===== config.mk =====
export PLATFORM = sky130hd
export DESIGN_NAME = fifo_sync_prog
export DESIGN_NICKNAME = d
export VERILOG_FILES = /design/src/rtl/fifo_sync_prog_pkg.sv /design/src/rtl/fifo_sync_prog_mem.sv /design/src/rtl/fifo_sync_prog.sv
export SDC_FILE = /design/constraint.sdc
export NUM_CORES = 1
export LEC_CHECK = 0
export CAP_MARGIN = 20
export CORE_MARGIN = 3
export CORE_UTILIZATION = 50
export DETAILED_ROUTE_END_ITERATION = 6
export PLACE_DENSITY = 0.78
export SLEW_MARGIN = 15
export SYNTH_ARGS = -nofsm -noshare
export SYNTH_HDL_FRONTEND = slang
export SYNTH_SLANG_ARGS = --single-unit

===== constraint.sdc =====
create_clock -name clk -period 3.25 [get_ports clk]
set_input_delay 0.975 -clock clk [delete_from_list [all_inputs] [get_ports clk]]
set_output_delay 0.975 -clock clk [all_outputs]
set_load 0.05 [all_outputs]

===== src/rtl/fifo_sync_prog_pkg.sv =====
// fifo_sync_prog_pkg: shared defaults and read-mode type for the programmable FIFO
package fifo_sync_prog_pkg;
   localparam int DEF_WIDTH = 16;
   localparam int DEF_DEPTH = 8;
   typedef enum logic {FIFO_STD, FIFO_FWFT} fifo_mode_e;
endpackage


===== src/rtl/fifo_sync_prog_mem.sv =====
// fifo_sync_prog_mem: DEPTH x WIDTH storage, one synchronous write port, one asynchronous read port
module fifo_sync_prog_mem #(
   parameter int WIDTH = 16,
   parameter int DEPTH = 8,
   parameter int AW = $clog2(DEPTH)
) (
   input  logic             clk,
   input  logic             we,
   input  logic [AW-1:0]    waddr,
   input  logic [WIDTH-1:0] wdata,
   input  logic [AW-1:0]    raddr,
   output logic [WIDTH-1:0] rdata
);
   logic [WIDTH-1:0] mem [DEPTH];
   always_ff @(posedge clk)
      if (we) mem[waddr] <= wdata;
   assign rdata = mem[raddr];
endmodule


===== src/rtl/fifo_sync_prog.sv =====
// fifo_sync_prog: single-clock FIFO with programmable thresholds, occupancy count and optional FWFT reads
module fifo_sync_prog
   import fifo_sync_prog_pkg::*;
#(
   parameter int FIFO_WIDTH = DEF_WIDTH,
   parameter int FIFO_DEPTH = DEF_DEPTH,
   parameter int AF_THRESH = FIFO_DEPTH - 1,
   parameter int AE_THRESH = 1,
   parameter bit FWFT = 1'b0,
   localparam int CNT_W = $clog2(FIFO_DEPTH + 1)
) (
   input  logic                  clk,
   input  logic                  rst,
   input  logic [FIFO_WIDTH-1:0] data_in,
   input  logic                  wr_en,
   input  logic                  rd_en,
   output logic [FIFO_WIDTH-1:0] data_out,
   output logic                  rd_valid,
   output logic                  wr_ack,
   output logic                  overflow,
   output logic                  underflow,
   output logic                  full,
   output logic                  empty,
   output logic                  almostfull,
   output logic                  almostempty,
   output logic [CNT_W-1:0]      count
);
   localparam int PTR_W = $clog2(FIFO_DEPTH);
   localparam fifo_mode_e MODE = FWFT ? FIFO_FWFT : FIFO_STD;
   if (AE_THRESH < 1 || AE_THRESH >= AF_THRESH || AF_THRESH >= FIFO_DEPTH) begin : g_bad_thresh
      $error("fifo_sync_prog: thresholds must satisfy 1 <= AE_THRESH < AF_THRESH < FIFO_DEPTH");
   end
   logic [PTR_W-1:0] wr_ptr, rd_ptr;
   logic [FIFO_WIDTH-1:0] rd_data, dout_r;
   logic vld_r, wr_ok, rd_ok;
   // explicit wrap so non-power-of-two depths work
   function automatic logic [PTR_W-1:0] inc(input logic [PTR_W-1:0] p);
      return p == PTR_W'(FIFO_DEPTH - 1) ? '0 : p + 1'b1;
   endfunction
   fifo_sync_prog_mem #(.WIDTH(FIFO_WIDTH), .DEPTH(FIFO_DEPTH), .AW(PTR_W)) u_mem (
      .clk(clk),
      .we(wr_ok),
      .waddr(wr_ptr),
      .wdata(data_in),
      .raddr(rd_ptr),
      .rdata(rd_data)
   );
   always_comb begin
      full = count == CNT_W'(FIFO_DEPTH);
      empty = count == '0;
      almostfull = count >= CNT_W'(AF_THRESH) && !full;
      almostempty = !empty && count <= CNT_W'(AE_THRESH);
      wr_ok = wr_en && !full && !rst;
      rd_ok = rd_en && !empty && !rst;
      data_out = MODE == FIFO_FWFT ? rd_data : dout_r;
      rd_valid = MODE == FIFO_FWFT ? !empty : vld_r;
   end
   always_ff @(posedge clk)
      if (rst) begin
         wr_ptr <= '0;
         rd_ptr <= '0;
         count <= '0;
         wr_ack <= 1'b0;
         overflow <= 1'b0;
         underflow <= 1'b0;
         vld_r <= 1'b0;
         dout_r <= '0;
      end else begin
         wr_ptr <= wr_ok ? inc(wr_ptr) : wr_ptr;
         rd_ptr <= rd_ok ? inc(rd_ptr) : rd_ptr;
         count <= count + CNT_W'(wr_ok) - CNT_W'(rd_ok);
         wr_ack <= wr_ok;
         overflow <= wr_en && full;
         underflow <= rd_en && empty;
         vld_r <= rd_ok;
         dout_r <= rd_ok ? rd_data : dout_r;
      end
endmodule


# ---- Yosys cells after proc, flatten, opt, wreduce, memory -nomap -nowiden
# Memories as Yosys holds them, arrays and structs flattened. A register that Yosys moved wholly into a read port is not among the register bits.
# Index checks and enable logic that the tools add are counted.
dict set report totals {
  register_bits 14
  latch_bits 0
  mem_bits_rw 128
  mem_bits_ro 0
  in_bits 20
  output_inout_bits 28
  elab_cells 33
  memories 1
}
# memory words word_bits rd rd_ports_with_merged_regs write_ports line_no
set memory_table {}
lappend memory_table {u_mem.mem 8 16 1 1 1 fifo_sync_prog_mem.sv:14} ;# logic [WIDTH-1:0] mem [DEPTH];
dict set report op_classes {
  n_addsub 4
  n_mul 0
  div_mod_pow 0
  n_lt_le_gt_ge 2
  eq_ne 3
  shifts 0
  n_mux 4
  bitwise 0
  n_reduce_logical 12
}
# op n
set ops {}
lappend ops {{1-bit logical AND} 8}
lappend ops {{3-bit by 1-bit adder with 3-bit output, second input constant} 2}
lappend ops {{3-bit equality test, second input constant} 2}
lappend ops {{3-bit two-way mux} 2}
lappend ops {{4-bit by 1-bit adder with 4-bit output} 1}
lappend ops {{4-bit equality test, second input constant} 1}
lappend ops {{4-bit by 3-bit greater-or-equal comparator with 1-bit output, second input constant} 1}
lappend ops {{4-bit by 1-bit <= comparator with 1-bit output, second input constant} 1}
lappend ops {{4-bit zero test} 1}
lappend ops {{4-bit by 1-bit subtractor with 4-bit output} 1}
lappend ops {{1-bit zero test} 3}
lappend ops {{1-bit two-way mux} 2}

# ---- Depth between registers and ports, before layout
# Gate-level depths: netlist (run 1).
dict set report depth {
  word_depth 6
  ltp_mapped 13
  depth_no_buf 12
}

# ---- Modules after synthesis
# A second synthesis (run 1) with hierarchy kept.
dict set report hier_totals {
  hier_cells 325
  hier_area_um2 6446.2
}
# mod instances cells_per_inst area_each_um2 seq_area_each_um2
set by_module_without_submodules {}
lappend by_module_without_submodules {fifo_sync_prog_mem 1 198 4973.5 3843.7}
lappend by_module_without_submodules {fifo_sync_prog 1 127 1472.7 600.6}

# ---- Worst setup path before layout (run 1)
# Ideal clock, no wire load.
dict set report synth_timing {
  path_type {register to register}
  start {register count[2]}
  end {memory u_mem.mem[0][0] (enable)}
  setup_ns 0.430
  t_arrival_ns 3.298
  required_ns 2.820
  slack_ns -0.478
  path_stages_with_launch 7
  n_path_buf 0
  synth_period_minus_slack_ns 3.728
  path_cell_list {dfxtp_1 inv_1 ha_1 nor3b_2 nor3b_4 inv_2 nor4_1}
}
dict set report synth_between {
  elab_chain_cells 6
}
# item line_no
set synth_lines {}
lappend synth_lines {{start, declared} fifo_sync_prog.sv:26} ;# output logic [CNT_W-1:0] count
lappend synth_lines {{start signal, assigned} fifo_sync_prog.sv:71} ;# count <= count + CNT_W'(wr_ok) - CNT_W'(rd_ok);
lappend synth_lines {{4-bit equality test} fifo_sync_prog.sv:49} ;# full = count == CNT_W'(FIFO_DEPTH);
lappend synth_lines {{via full} fifo_sync_prog.sv:22} ;# output logic full,
lappend synth_lines {{1-bit zero test} fifo_sync_prog.sv:53} ;# wr_ok = wr_en && !full && !rst;
lappend synth_lines {{1-bit logical AND (2 in a row)} fifo_sync_prog.sv:53}
lappend synth_lines {{1-bit two-way mux} fifo_sync_prog_mem.sv:16} ;# if (we) mem[waddr] <= wdata;
lappend synth_lines {{1-bit two-way mux (implied by the code)} fifo_sync_prog_mem.sv:16}
lappend synth_lines {{end, declared} fifo_sync_prog_mem.sv:14}
# The timed path passes the listed nets, and every way through them passes these cells.

# ---- Final worst setup path (run 1)
dict set report layout_timing {
  start {register count[3]}
  end {output port empty}
}
dict set report layout_between {
  elab_chain_cells 1
}
# item line_no
set layout_lines {}
lappend layout_lines {{4-bit zero test} fifo_sync_prog.sv:50} ;# empty = count == '0;
lappend layout_lines {{end, declared} fifo_sync_prog.sv:23} ;# output logic empty,
# Every way passes these cells.

==> results of run 1 <==
[where the power goes]
group	leakage (nW)	internal [mW]	switching (mW)	total, mW
clock	0.299	1.28	0.730	2.01
combinational	0.935	0.578	0.818	1.40
sequential	1.40	2.31	0.142	2.46
[flip-flops by register name, summed over array words and instances, names as in the netlist]
register	count
rd_valid	1
wr_ack	1
rd_ptr	3
wr_ptr	3
underflow	1
count	4
overflow	1
u_mem.mem	128
data_out	16
[worst register-to-register path, delay by kind of cell, from the launching register on]
kind          cells  cell delay (ps)
xor+xnor          1              150
fa+ha+maj         4             1020
flops             1              340
buf+inv           4              390
simple gates      3              550
[per-layer routing]
layer	vias up	track usage (%)
met4	0	7.19
met2	113	32.0
met3	19	6.02
li1	1537	-
met5	-	0
met1	1702	23.7
[cell usage in the layout, fill, tap and decap left out, types with 2 or more instances in the layout]
cell type,Yosys,routed
nand2b_1,9,9
dlymetal6s2s_1,0,3
nor2b_1,4,4
nor2_1,13,13
buf_4,3,22
mux4_1,9,9
inv_1,7,7
a21oi_1,6,6
a22oi_1,16,16
o211ai_1,11,11
nand2_1,29,29
edfxtp_1,128,128
nand3b_1,3,3
mux4_2,7,7
bufinv_16,0,4
clkbuf_16,0,17
clkinv_4,0,2
mux2i_1,32,32
dfxtp_1,30,29
a32o_1,5,5
clkinv_2,0,4
clkbuf_1,6,4
nor3_2,0,4
o21ai_0,2,2
ha_1,12,12
clkdlybuf4s50_1,0,43
[stage by stage]
stage / setup slack (ps) / hold slack [ps]
2_1_floorplan: -65.6 / 513
3_3_place_gp: 266 / 429
3_5_place_dp: 231 / 433
4_1_cts: 20.5 / 443
5_1_grt: 291 / 463
6_report: 397 / 437
[area by class of cell]
type / count / area share, %
multi-input combinational: 176 / 21.4
tap: 164 / 2.72
sequential: 158 / 58.9
timing repair buffer: 69 / 8.65
clock inverter: 11 / 2.20
inverter: 8 / 0.398
clock buffer: 21 / 5.83
[final timing paths]
| path | startpoint | slack [ps] | cells past startpoint | endpoint |
|---|---|---|---|---|
| max | count[3]$_SDFF_PP0_ | 400 | 5 | empty |
| min | data_out[3]$_SDFFE_PP0P_ | 440 | 2 | data_out[3]$_SDFFE_PP0P_ |
| max reg2reg | count[3]$_SDFF_PP0_ | 700 | 12 | count[2]$_SDFF_PP0_ |
| min reg2reg | data_out[3]$_SDFFE_PP0P_ | 440 | 2 | data_out[3]$_SDFFE_PP0P_ |
[cells by family (layout without fill, tap and decap cells)]
group           Yosys count  in the layout  synth area share [%]
compound gates           44             44                  5.29
fa+ha+maj                13             13                  2.76
simple gates             69             69                  5.65
buf+inv                  24            109                  2.47
xor+xnor                  2              2                 0.284
flops                   158            158                  72.0
mux                      48             48                  11.6
==> summary.md, run 1 <==
| Metric | Value |
|---|---|
| H-tree levels | 4 |
| Status | complete, no violations |
| Die width | 117 um |
| Fillers | 817 |
| Net Count, Synth | 391 |
| PwrDens | 777 mW/mm^2 |
| Critical Path AT | 1880 ps |
| Hold crit path type | reg2reg |
| Tot GR Track Use | 19.2% |
| Met1 wire length | 4870 um |
| Cts bufs inserted | 17 |
| GRT overflow | 0 |
| Largest net degree at the start of global routing | 26 |
| Std-Cell Rows | 39 |
| Final ANT Viol Nets | 0 |
| Final Power | 5.87 mW |
| Hold Vio Cnt, Final | 0 |
| Post-synthesis register bit count | 158 |
| Cts repair resizes | 0 |
| Register Area | 0.00445 sq mm |
| Peak VDD IR | 477 uV |
| Die ar. | 0.0137 sq mm |
| Synth warn | 0 |
| Clock root buffer | clkbuf_16 |
| Cells after Synth | 358 |
| Final TNS setup | 0 ps |
| First-pass GRT wire length | 18900 um |
| Worst clock skew | 6.74 ps |
| Post-Place Cells | 575 |
| Synthesized area per cell | 17.2 sq um |
| Post-CTS setup buffer count | 0 |
| Crit path time final | 2850 ps |
| Dominant cells by area after synthesis | edfxtp_1 62%, dfxtp_1 9.7%, mux2i_1 5.2%, mux4_1 3.8%, mux4_2 2.6% |
| Max-slew violations | 0 |
| Max-slew headroom | 46.1% |
| DR vias | 3371 |
| Final GP Congestion | 0.728 |
| Finished Layout Cells | 607 |
| Post-Syn Area | 0.00617 sq mm |
| # DRC | 0 |
| Largest fanout on the critical path | 4 |
| Highest metal used | met4 |
| Share of cells above drive strength 1 | 15.6% |
| Worst EP required | 2270 ps |
| Critical Path Max Stage Delay | 420 ps |
| Worst-Margin Slew | 809 ps |
| Clock sink count | 158 |
| CP top delay family | buffers and inverters |
| P&R area growth vs syn | 22.3% |
| Detail Route met3 WL | 656 um |
| Nets@finish | 463 |
| CP dominant cell by count | inv_1 |
| First DRT Iteration DRCs | 304 |
| Hold Buf Count CTS | 0 |
| Hpwl dp | 7450 um |
| Final worst-path cycle share | 87.8% |
| WP buf/inv | 3 |
| Vias per cell | 5.55 |
| Crit path launch type | register |
| Lkg Pwr | 2.64 nW |
| Antenna violations before repair | 0 |
| Number of global-route vias before repair | 3500 |
| Final core occ | 64.2% |
| Setup-failing EPs final | 0 |
| I/O Pins | 48 |
| Cell Area, Placed | 0.00694 sq mm |
| Post-synth top cells | 128 x edfxtp_1, 32 x mux2i_1, 30 x dfxtp_1 |
| Worst-path clk slew | 60 ps |
| Register area share after synthesis | 72.0% |
| WL final | 12100 um |
| Library cells used by synthesis | 38 |
| Synth area leader | edfxtp_1 |
| TritonRoute pass-1 iters | 5 |
| CTS tree | done |
| Clk Latency, worst-skew pair | 420 ps |
| Critical-path cell list | inv_1 -> ha_1 -> or3b_1 -> inv_1 -> buf_4 |
| Fmax | 0.351 GHz |
| Crit end category | primary output |
| Starting Density | 52.5% |
| Unrepaired setup endpoints after global routing | false |
| Multi-input logic area | 0.00161 sq mm |
| Final Instance Area | 0.00755 sq mm |
| EDFF count, synth | 128 |
| Async SR Flop Fraction | 0% |
| Max-cap violation count | 0 |
| Setup CP Type | reg2out |
| Share of the synthesized area in the top cell type | 62.2% |
| Die Ht | 117 um |
| Count leader, synth | edfxtp_1 |
| Met2 Routed Length | 6370 um |
| Port Buffers | 47 |
| Commonest register cell after synthesis | edfxtp_1 |
| WL/cell | 19.9 um |
| Core area | 0.0118 sq mm |
| Crit-path slowest cell | or3b_1 |
| Ant diodes | 0 |
| CTS Buffer Depth | 2 |
Note: power is estimated with default switching activity, not from simulation.
==> run 2, diff against run 1 <==
--- a/config.mk
+++ b/config.mk
@@ -7,10 +7,9 @@
 export LEC_CHECK = 0
 export CAP_MARGIN = 20
 export CORE_MARGIN = 3
-export CORE_UTILIZATION = 50
+export CORE_UTILIZATION = 40
 export DETAILED_ROUTE_END_ITERATION = 6
-export PLACE_DENSITY = 0.78
-export SLEW_MARGIN = 15
+export PLACE_DENSITY = 0.65
 export SYNTH_ARGS = -nofsm -noshare
 export SYNTH_HDL_FRONTEND = slang
 export SYNTH_SLANG_ARGS = --single-unit
==> run 2 against run 1 <==
Against the previous run:
- cell count grew 3.6%
- final area fell by 0.12%
- largest cell class unchanged
- highest routed layer unchanged
- routed wire length down 1.7%
- utilization is 13 points lower
- worst setup slack worse by 280 ps
- via count down 2.9%
- register-to-register slack about the same
- largest power group unchanged
==> summary.md, run 2 (synthesized netlist as in run 1, its figures left out) <==
| Metric | Value |
|---|---|
| Final setup margin | 122 ps (-276 ps) |
| PwrDens | 762 mW/mm^2 (-1.9%) |
| Cts bufs inserted | 17 (unchanged) |
| Most common cell after layout, fill and taps aside | edfxtp_1 |
| Critical Path Max Stage Delay | 800 ps (+380 ps) |
| Hold crit path type | reg2reg |
| Hold Buf Count CTS | 0 (unchanged) |
| Antenna violations before repair | 0 (unchanged) |
| Pint | 4.08 mW (-2.4%) |
| Core area | 0.0148 sq mm (+26%) |
| Clock root buffer | clkbuf_16 |
| Die ar. | 0.0170 sq mm (+24%) |
| Setup CP Type | reg2out |
| Unrepaired setup endpoints after global routing | false |
| CTS tree | done |
| DR vias | 3272 (-2.9%) |
| Detail Route met3 WL | 541 um (-18%) |
| Largest Register | u_mem.mem |
| Sw Ratio | 29.1% (+0.25 points) |
| First-pass GRT wire length | 18200 um (-3.8%) |
| Std-Cell Rows | 44 (+13%) |
| CTS Buffer Depth | 2 (unchanged) |
| Final worst-path cycle share | 96.3% (+8.5 points) |
| Comb pwr share | 25.0% (+1.2 points) |
| NetSw | 1.67 mW (-1.2%) |
| Vias per cell | 5.20 (-6.3%) |
| Fillers | 1193 (+46%) |
| Met1 wire length | 4920 um (+1.0%) |
| Crit end category | primary output |
| Nets@finish | 465 (+0.43%) |
| Max FFs per register | 128 (unchanged) |
| Crit-path slowest cell | clkdlybuf4s50_1 |
| Number of global-route vias before repair | 3309 (-5.5%) |
| Lkg Pwr | 2.61 nW (-0.91%) |
| P&R area growth vs syn | 22.2% |
| Largest fanout on the critical path | 4 (unchanged) |
| Peak VDD IR | 376 uV (-21%) |
| Critical-path cell list | inv_1 -> ha_1 -> nor2b_1 -> a31o_2 -> clkdlybuf4s50_1 |
| CP top delay family | buffers and inverters |
| Worst EP required | 2270 ps (about the same) |
| Commonest cells after routing, fill and taps aside | 128 x edfxtp_1, 44 x clkdlybuf4s50_1, 32 x mux2i_1, 29 x nand2_1, 29 x dfxtp_1 |
| First DRT Iteration DRCs | 244 (-20%) |
| Met2 Routed Length | 6240 um (-2.1%) |
| Worst clock skew | 6.24 ps (-0.506 ps) |
| WL/cell | 18.9 um (-5.1%) |
| DP Worst Slack | 101 ps (-130 ps) |
| Max-slew violations | 0 (unchanged) |
| Die Ht | 130 um (+11%) |
| Max-slew headroom | 40.7% (-5.4 points) |
| # DRC | 0 (unchanged) |
| Final TNS setup | 0 ps (unchanged) |
| Crit path time final | 3130 ps (+276 ps) |
| Share of cells above drive strength 1 | 15.7% (+0.15 points) |
| H-tree levels | 4 (unchanged) |
| Largest net degree at the start of global routing | 23 (-12%) |
| Worst-Margin Slew | 889 ps (+80.8 ps) |
| Highest metal used | met4 |
| Max-cap violation count | 0 (unchanged) |
| Clock power share | 33.2% (-1.1 points) |
| TritonRoute pass-1 iters | 4 (-1) |
| Setup-failing EPs final | 0 (unchanged) |
| GRT overflow | 0 (unchanged) |
| Port Buffers | 47 (unchanged) |
| Final ANT Viol Nets | 0 (unchanged) |
| Cell Area, Placed | 0.00697 sq mm (+0.40%) |
| Hold Vio Cnt, Final | 0 (unchanged) |
| Status | complete, no violations |
| Die width | 130 um (+11%) |
| Critical Path AT | 2150 ps (+270 ps) |
| Final GP Congestion | 0.770 (+5.8%) |
| Clock sink count | 158 (unchanged) |
| Tot GR Track Use | 14.8% (-4.4 points) |
| Ant diodes | 0 (unchanged) |
| Clk Latency, worst-skew pair | 420 ps (about the same) |
| WP buf/inv | 2 (-1) |
| I/O Pins | 48 (unchanged) |
| Sequential share of power | 41.8% (about the same) |
| Hpwl dp | 7460 um (+0.15%) |
| WL final | 11900 um (-1.7%) |
| Worst-path clk slew | 60 ps (about the same) |
| Fmax | 0.320 GHz (-8.8%) |
| Final Instance Area | 0.00754 sq mm (-0.12%) |
| Starting Density | 41.7% (-11 points) |
| Crit path launch type | register |
[run 2: final timing paths]
kind / startpoint / to / slack, ps / depth (start not counted)
setup / recovery: count[2]$_SDFF_PP0_ / almostempty / 120 / 5
hold / removal: data_out[13]$_SDFFE_PP0P_ / data_out[13]$_SDFFE_PP0P_ / 440 / 2
setup reg to reg: count[3]$_SDFF_PP0_ / count[2]$_SDFF_PP0_ / 710 / 12
hold reg to reg: data_out[13]$_SDFFE_PP0P_ / data_out[13]$_SDFFE_PP0P_ / 440 / 2
[run 2: worst register-to-register path: stages (launching register included)]
cell and delay (ps):
dfxtp_1 340, inv_1 130, ha_1 190, or3b_1 420, inv_1 130, nor2_1 80
ha_1 280, inv_1 60, ha_1 150, inv_1 60, fa_1 380, xor2_1 160
nor2_1 60
[run 2: cell type report]
class,count,area [sq um],share of cell area (%)
clock inverters,7,87.6,1.16
repair buffers,71,653,8.66
clock buffers,25,485,6.43
inverters,8,30.0,0.398
flip-flops and latches,158,4450,58.9
well taps,184,230,3.05
multi-input cells,176,1610,21.4
[run 2: stage by stage]
| step | power (mW) | utilization [%] | instances | hold slack [ps] |
|---|---|---|---|---|
| CTS | 5.80 | 50.9 | 629 | 442 |
| global route | 5.99 | 50.9 | 629 | 465 |
| detailed placement | 3.90 | 47.0 | 597 | 433 |
| global placement | 3.87 | 47.0 | 597 | 432 |
| floorplan | 3.51 | - | 358 | 513 |
| finish | 5.75 | 50.9 | 629 | 441 |
[run 2: power by group through the flow]
stage | clock (mW) | combinational, mW | sequential [mW]
2_1_floorplan | 0 | 0.798 | 2.71
3_3_place_gp | 0 | 1.44 | 2.44
3_5_place_dp | 0 | 1.45 | 2.44
4_1_cts | 1.93 | 1.46 | 2.40
5_1_grt | 2.02 | 1.55 | 2.42
6_report | 1.91 | 1.44 | 2.40
[run 2: per-layer routing]
metal  vias to the layer above  track usage (%)
met2                        73             25.8
li1                       1550                -
met4                         0             5.62
met5                         -                0
met3                        18             4.09
met1                      1631             17.4
[run 2: repair_timing]
item,in CTS,in global routing
resized for setup,0,2
endpoints found under the hold margin,0,0
endpoints found under the setup margin,0,2
setup buffers,0,0
